**config.mk**
```make
export PLATFORM = sky130hd
export DESIGN_NAME = branch_predict_unit
export DESIGN_NICKNAME = d
export VERILOG_FILES = /design/src/rtl/branch_predict_unit.sv
export SDC_FILE = /design/constraint.sdc
export NUM_CORES = 2
export LEC_CHECK = 0
export ABC_AREA = 0
export BUFFER_PORTS_ARGS = -buffer_cell sky130_fd_sc_hd__buf_2
export CORE_ASPECT_RATIO = 1.2
export CORE_MARGIN = 4
export CORE_UTILIZATION = 55
export DETAILED_ROUTE_END_ITERATION = 8
export PLACE_DENSITY = 0.76
export SLEW_MARGIN = 10
export SYNTH_ARGS = -nofsm -noshare
export SYNTH_HDL_FRONTEND = slang
export SYNTH_SLANG_ARGS = --single-unit
```
**constraint.sdc**
```tcl
create_clock -name clk -period 36 [get_ports clk]
set_input_delay 3.6 -clock clk [delete_from_list [all_inputs] [get_ports clk]]
set_output_delay 3.6 -clock clk [all_outputs]
set_load 0.05 [all_outputs]
```
**src/rtl/branch_predict_unit.sv**
```systemverilog
// branch_predict_unit: BTB-based fetch prediction with execute-stage branch resolution, redirect and perf counters
module branch_predict_unit #(
  parameter int XLEN = 32,
  parameter int BTB_ENTRIES = 16,
  parameter int CNT_W = 32
) (
  input  logic            clk,
  input  logic            rst,
  input  logic [XLEN-1:0] if_pc,
  output logic            pred_taken,
  output logic [XLEN-1:0] pred_target,
  input  logic            ex_valid,
  input  logic            ex_stall,
  input  logic [31:0]     ex_instr,
  input  logic [XLEN-1:0] ex_pc,
  input  logic [XLEN-1:0] ex_rs1,
  input  logic [XLEN-1:0] ex_rs2,
  input  logic            ex_pred_taken,
  input  logic [XLEN-1:0] ex_pred_target,
  output logic            redirect_valid,
  output logic [XLEN-1:0] redirect_pc,
  output logic [CNT_W-1:0] branch_cnt,
  output logic [CNT_W-1:0] mispredict_cnt
);
  localparam int IDX_W = $clog2(BTB_ENTRIES);
  localparam int TAG_W = XLEN - IDX_W - 2;
  logic             btb_v   [BTB_ENTRIES];
  logic [TAG_W-1:0] btb_tag [BTB_ENTRIES];
  logic [XLEN-1:0]  btb_tgt [BTB_ENTRIES];
  logic [1:0]       btb_ctr [BTB_ENTRIES];
  logic             btb_jmp [BTB_ENTRIES];
  logic [IDX_W-1:0] f_idx, e_idx;
  logic [TAG_W-1:0] e_tag;
  logic             f_hit, e_hit;
  logic [6:0]       opc;
  logic [2:0]       f3;
  logic             is_b, is_jal, is_jalr, resolve;
  logic [XLEN-1:0]  imm_b, imm_j, imm_i, target, next_pc;
  logic             eq, lt, ltu, cond, taken, mispredict;
  logic [1:0]       ctr_next;
  assign f_idx = if_pc[IDX_W+1:2];
  assign f_hit = btb_v[f_idx] && btb_tag[f_idx] == if_pc[XLEN-1:IDX_W+2];
  assign pred_taken = f_hit && (btb_jmp[f_idx] || btb_ctr[f_idx][1]);
  assign pred_target = pred_taken ? btb_tgt[f_idx] : if_pc + XLEN'(4);
  assign opc = ex_instr[6:0];
  assign f3 = ex_instr[14:12];
  assign is_b = opc == 7'b1100011;
  assign is_jal = opc == 7'b1101111;
  assign is_jalr = opc == 7'b1100111;
  assign resolve = ex_valid && !ex_stall && (is_b || is_jal || is_jalr);
  assign imm_b = {{(XLEN-12){ex_instr[31]}}, ex_instr[7], ex_instr[30:25], ex_instr[11:8], 1'b0};
  assign imm_j = {{(XLEN-20){ex_instr[31]}}, ex_instr[19:12], ex_instr[20], ex_instr[30:21], 1'b0};
  assign imm_i = {{(XLEN-11){ex_instr[31]}}, ex_instr[30:20]};
  assign eq = ex_rs1 == ex_rs2;
  assign lt = $signed(ex_rs1) < $signed(ex_rs2);
  assign ltu = ex_rs1 < ex_rs2;
  assign cond = f3 == 3'b000 ? eq : f3 == 3'b001 ? !eq : f3 == 3'b100 ? lt :
                f3 == 3'b101 ? !lt : f3 == 3'b110 ? ltu : f3 == 3'b111 ? !ltu : 1'b0;
  assign taken = is_b ? cond : 1'b1;
  assign target = is_jalr ? (ex_rs1 + imm_i) & ~XLEN'(1) : ex_pc + (is_b ? imm_b : imm_j);
  assign next_pc = taken ? target : ex_pc + XLEN'(4);
  assign mispredict = taken != ex_pred_taken || (taken && target != ex_pred_target);
  assign e_idx = ex_pc[IDX_W+1:2];
  assign e_tag = ex_pc[XLEN-1:IDX_W+2];
  assign e_hit = btb_v[e_idx] && btb_tag[e_idx] == e_tag;
  assign ctr_next = taken ? (btb_ctr[e_idx] == 2'b11 ? 2'b11 : btb_ctr[e_idx] + 2'd1)
                          : (btb_ctr[e_idx] == 2'b00 ? 2'b00 : btb_ctr[e_idx] - 2'd1);
  // BTB training: refresh hits, allocate on taken misses
  always_ff @(posedge clk or posedge rst) begin
    if (rst) begin
      for (int i = 0; i < BTB_ENTRIES; i++) begin
        btb_v[i] <= 1'b0;
        btb_tag[i] <= '0;
        btb_tgt[i] <= '0;
        btb_ctr[i] <= 2'b00;
        btb_jmp[i] <= 1'b0;
      end
    end else if (resolve && e_hit) begin
      if (taken) btb_tgt[e_idx] <= target;
      btb_ctr[e_idx] <= ctr_next;
      btb_jmp[e_idx] <= !is_b;
    end else if (resolve && taken) begin
      btb_v[e_idx] <= 1'b1;
      btb_tag[e_idx] <= e_tag;
      btb_tgt[e_idx] <= target;
      btb_ctr[e_idx] <= 2'b10;
      btb_jmp[e_idx] <= !is_b;
    end
  end
  // One-cycle redirect pulse carrying the corrected PC
  always_ff @(posedge clk or posedge rst) begin
    if (rst) begin
      redirect_valid <= 1'b0;
      redirect_pc <= '0;
    end else begin
      redirect_valid <= resolve && mispredict;
      if (resolve && mispredict) redirect_pc <= next_pc;
    end
  end
  // Saturating resolve and mispredict counters
  always_ff @(posedge clk or posedge rst) begin
    if (rst) begin
      branch_cnt <= '0;
      mispredict_cnt <= '0;
    end else begin
      if (resolve && !(&branch_cnt)) branch_cnt <= branch_cnt + CNT_W'(1);
      if (resolve && mispredict && !(&mispredict_cnt)) mispredict_cnt <= mispredict_cnt + CNT_W'(1);
    end
  end
endmodule

```
==> results_dict.tcl <==
set metrics [dict create \
    dieHeight_microns 367 \
    crit_path_max_fanout 72 \
    nets 5572 \
    worst_ep_arrival_time_ps 8720 \
    synth_warnings 0 \
    path_cells "buf_8 > buf_4 > mux4_2 > mux4_2 > xnor2_1 > nand4_1 > or4_1 > nor4_4 > nand2_1 > nand2_1 > buf_2" \
    ys.flop_type "dfrtp_1" \
    power.static_leakage_nw 29.7 \
    first_global_vias 44390 \
    synthesis.area_sq_mm 0.0590 \
    setup-violations-final 0 \
    layout-area-overhead-vs-synth_pct 10.5 \
    syn_nets 5446 \
    dieArea_sq_mm 0.113 \
    cts_inserted_buffers 106 \
    clock-skew-final_ps 47.1 \
    cts_root_buf "clkbuf_16" \
    fmax_ghz 0.0812 \
    final_layout_size_suffix_gt1_share_pct 28.2 \
    port_buffers 326 \
    post_cts.resized_instances 0 \
    global_route.overflow_total 0 \
    timing.critical_path.from_type "input pin" \
    ant_nets 0 \
    totalNegativeSetupSlack_ps 0 \
    worst-r2r-setup-slack_ps 30870 \
    hold_slack_ps 474 \
    worst-setup-path-type "in -> out" \
    worst_setup_hold_path_clk_slew_ps 60 \
    routed-via-count 43584 \
    globalplace.congestion 0.955 \
    remaining_drc_errors 0 \
    power.density_mw_per_mm2 42.6 \
    status "completed" \
    period_minus_slack_ps 12320 \
    detail_route.iter0.violations 4662 \
    antenna_violations_before_repair 14 \
    synth_area_per_cell_sq_um 11.5 \
    top_layer "met5" \
    timing.final.max_slew_violations 0 \
    drtPass1Iterations 6 \
    die-width_microns 307 \
    drv.max_cap_violation_count 0 \
    num-fill-cells 8147 \
    syn_inst 5144 \
    final.period_utilization_pct 34.2 \
    synthDistinctLibCells 90 \
    grt_first_pass_wirelength_microns 270000 \
    postSynth.asyncResetShare_pct 100 \
    wl_microns 176000 \
    numPlacedInstances 6558 \
    routedWlPerCell_microns 26.0 \
    critPathRequiredTime_ps 32400 \
    postCtsSetupBuffers 0 \
    hold_depth 2 \
    max-clock-path-buffers 3 \
    hold_buffers 0 \
    wl_met1_microns 66700 \
    grt_setup_unrepaired "no" \
    timing.critical_path.slowest_cell_delay_ps 920 \
    hpwl_after_dpl_microns 114000 \
    end_kind "primary output" \
    cts_max_level 3 \
    cts_tree "yes" \
    via_per_inst 6.45 \
    fin_cells 6755 \
    ff2ff_path_depth 11 \
    ios 327 \
    synth_enable_flop_cells 0 \
    timing.slew.headroom_pct 21.1 \
    multi_input_area_sq_mm 0.0299 \
    timing.hold.worst.class "reg -> reg" \
    total_of_flip_flops_plus_latches_after_synthesis 1089 \
    initial_utilization_pct 55.5 \
    tightest_slew_ps 1150 \
    fp.coreArea_sq_mm 0.106 \
    placementRows 131 \
    met3WireLength_microns 17400 \
    synth_seq_area_share_pct 46.2 \
    clock_latency_of_the_later_clocked_register_in_the_worst_skew_pair_ps 740 \
    layout.area.seq_sq_mm 0.0273 \
    slowest_stage "buf_4" \
    numClockSinks 1089 \
    hold_viol 0 \
    wire_length_on_met2_microns 82000 \
    grt_start_max_net_pins 170 \
    peakVddDrop_v 0.0000378 \
    groute.usage.overall_pct 31.4 \
]
==> where the power goes <==
part           internal, mW  total (mW)  switching (mW)
Combinational         0.123       0.389           0.266
Sequential             1.25        1.26          0.0145
Clock                 0.632        1.13           0.495
Total                  2.00        2.78           0.776
==> worst paths after layout <==
check	start	to
setup / recovery	if_pc[2]	pred_target[0]
hold / removal	btb_tgt[447]$_DFFE_PP0P_	btb_tgt[447]$_DFFE_PP0P_
setup reg to reg	btb_tag[186]$_DFFE_PP0P_	btb_tag[338]$_DFFE_PP0P_
hold reg to reg	btb_tgt[447]$_DFFE_PP0P_	btb_tgt[447]$_DFFE_PP0P_
max in group asynchronous	rst	btb_tgt[367]$_DFFE_PP0P_
min in group asynchronous	rst	branch_cnt[12]$_DFFE_PP0P_
==> kinds of logic after synthesis <==
group           count (synthesis)  synth area share [%]
compound gates               1040                  9.83
mux                           827                  24.2
buf+inv                       473                  3.41
fa+ha+maj                     107                  2.29
xor+xnor                      253                  3.90
simple gates                 1355                  10.2
flops                        1089                  46.2
==> layer usage <==
layer | vias up | GRT usage, %
li1 | 18950 | -
met1 | 22032 | 41.0
met2 | 2053 | 49.8
met3 | 539 | 7.74
met4 | 10 | 15.0
met5 | - | 0
==> stage by stage <==
stage / area (sq um) / worst slack [ps] / util (%) / power (mW)
after floorplan: 59000 / 1740 / - / 1.53
after global placement: 61700 / 23600 / 58.0 / 1.66
after detailed placement: 61700 / 23610 / 58.0 / 1.67
after CTS: 65200 / 23610 / 61.3 / 2.78
after global routing: 65200 / 23380 / 61.3 / 2.87
final: 65200 / 23680 / 61.3 / 2.78
==> state kept, by name, summed over array words and instances, names as in the netlist <==
name / count
btb_tgt: 512
btb_tag: 416
branch_cnt: 32
btb_ctr: 32
mispredict_cnt: 32
redirect_pc: 32
btb_jmp: 16
btb_v: 16
redirect_valid: 1
==> final cells by class <==
type / instances / share of cell area [%]
well taps: 1396 / 2.68
diodes: 6 / 0.0230
multi-input cells: 3582 / 45.9
clock buffers: 153 / 4.73
repair buffers: 430 / 3.81
clock inverters: 38 / 0.656
flip-flops and latches: 1089 / 41.8
inverters: 61 / 0.367
==> synth_stat cells, drive strengths merged (18+ instances only) <==
cell,instances,share of area (%)
nand4,65,0.69
nor2,178,1.1
dfrtp,1089,46
nor3,49,0.42
nand3,89,0.76
o21ai,725,6.3
inv,61,0.39
nand2b,24,0.25
clkbuf,296,1.9
o211ai,19,0.24
xnor2,146,2.2
buf,116,1.1
nand2,802,5.2
mux4,440,17
mux2,371,7.1
xor2,101,1.5
a21o,22,0.28
nor4,18,0.19
and3,35,0.37
ha,103,2.2
a21oi,161,1.4
==> worst max-delay path, delay by kind of cell <==
kind	cells	cell delay, ps
xor+xnor	1	270
buf+inv	3	1760
mux	2	1160
simple gates	5	1770
==> cells in the final DEF (no fill, tap or decap), drive strengths merged, types with 89 or more instances in the layout <==
| master | instances |
|---|---|
| ha | 103 |
| o21ai | 725 |
| buf | 429 |
| mux2 | 371 |
| nor2 | 178 |
| clkbuf | 154 |
| xor2 | 101 |
| xnor2 | 146 |
| dfrtp | 1089 |
| nand2 | 802 |
| mux4 | 440 |
| nand3 | 89 |
| a21oi | 161 |
No activity file was read; power rests on OpenSTA's default activity.
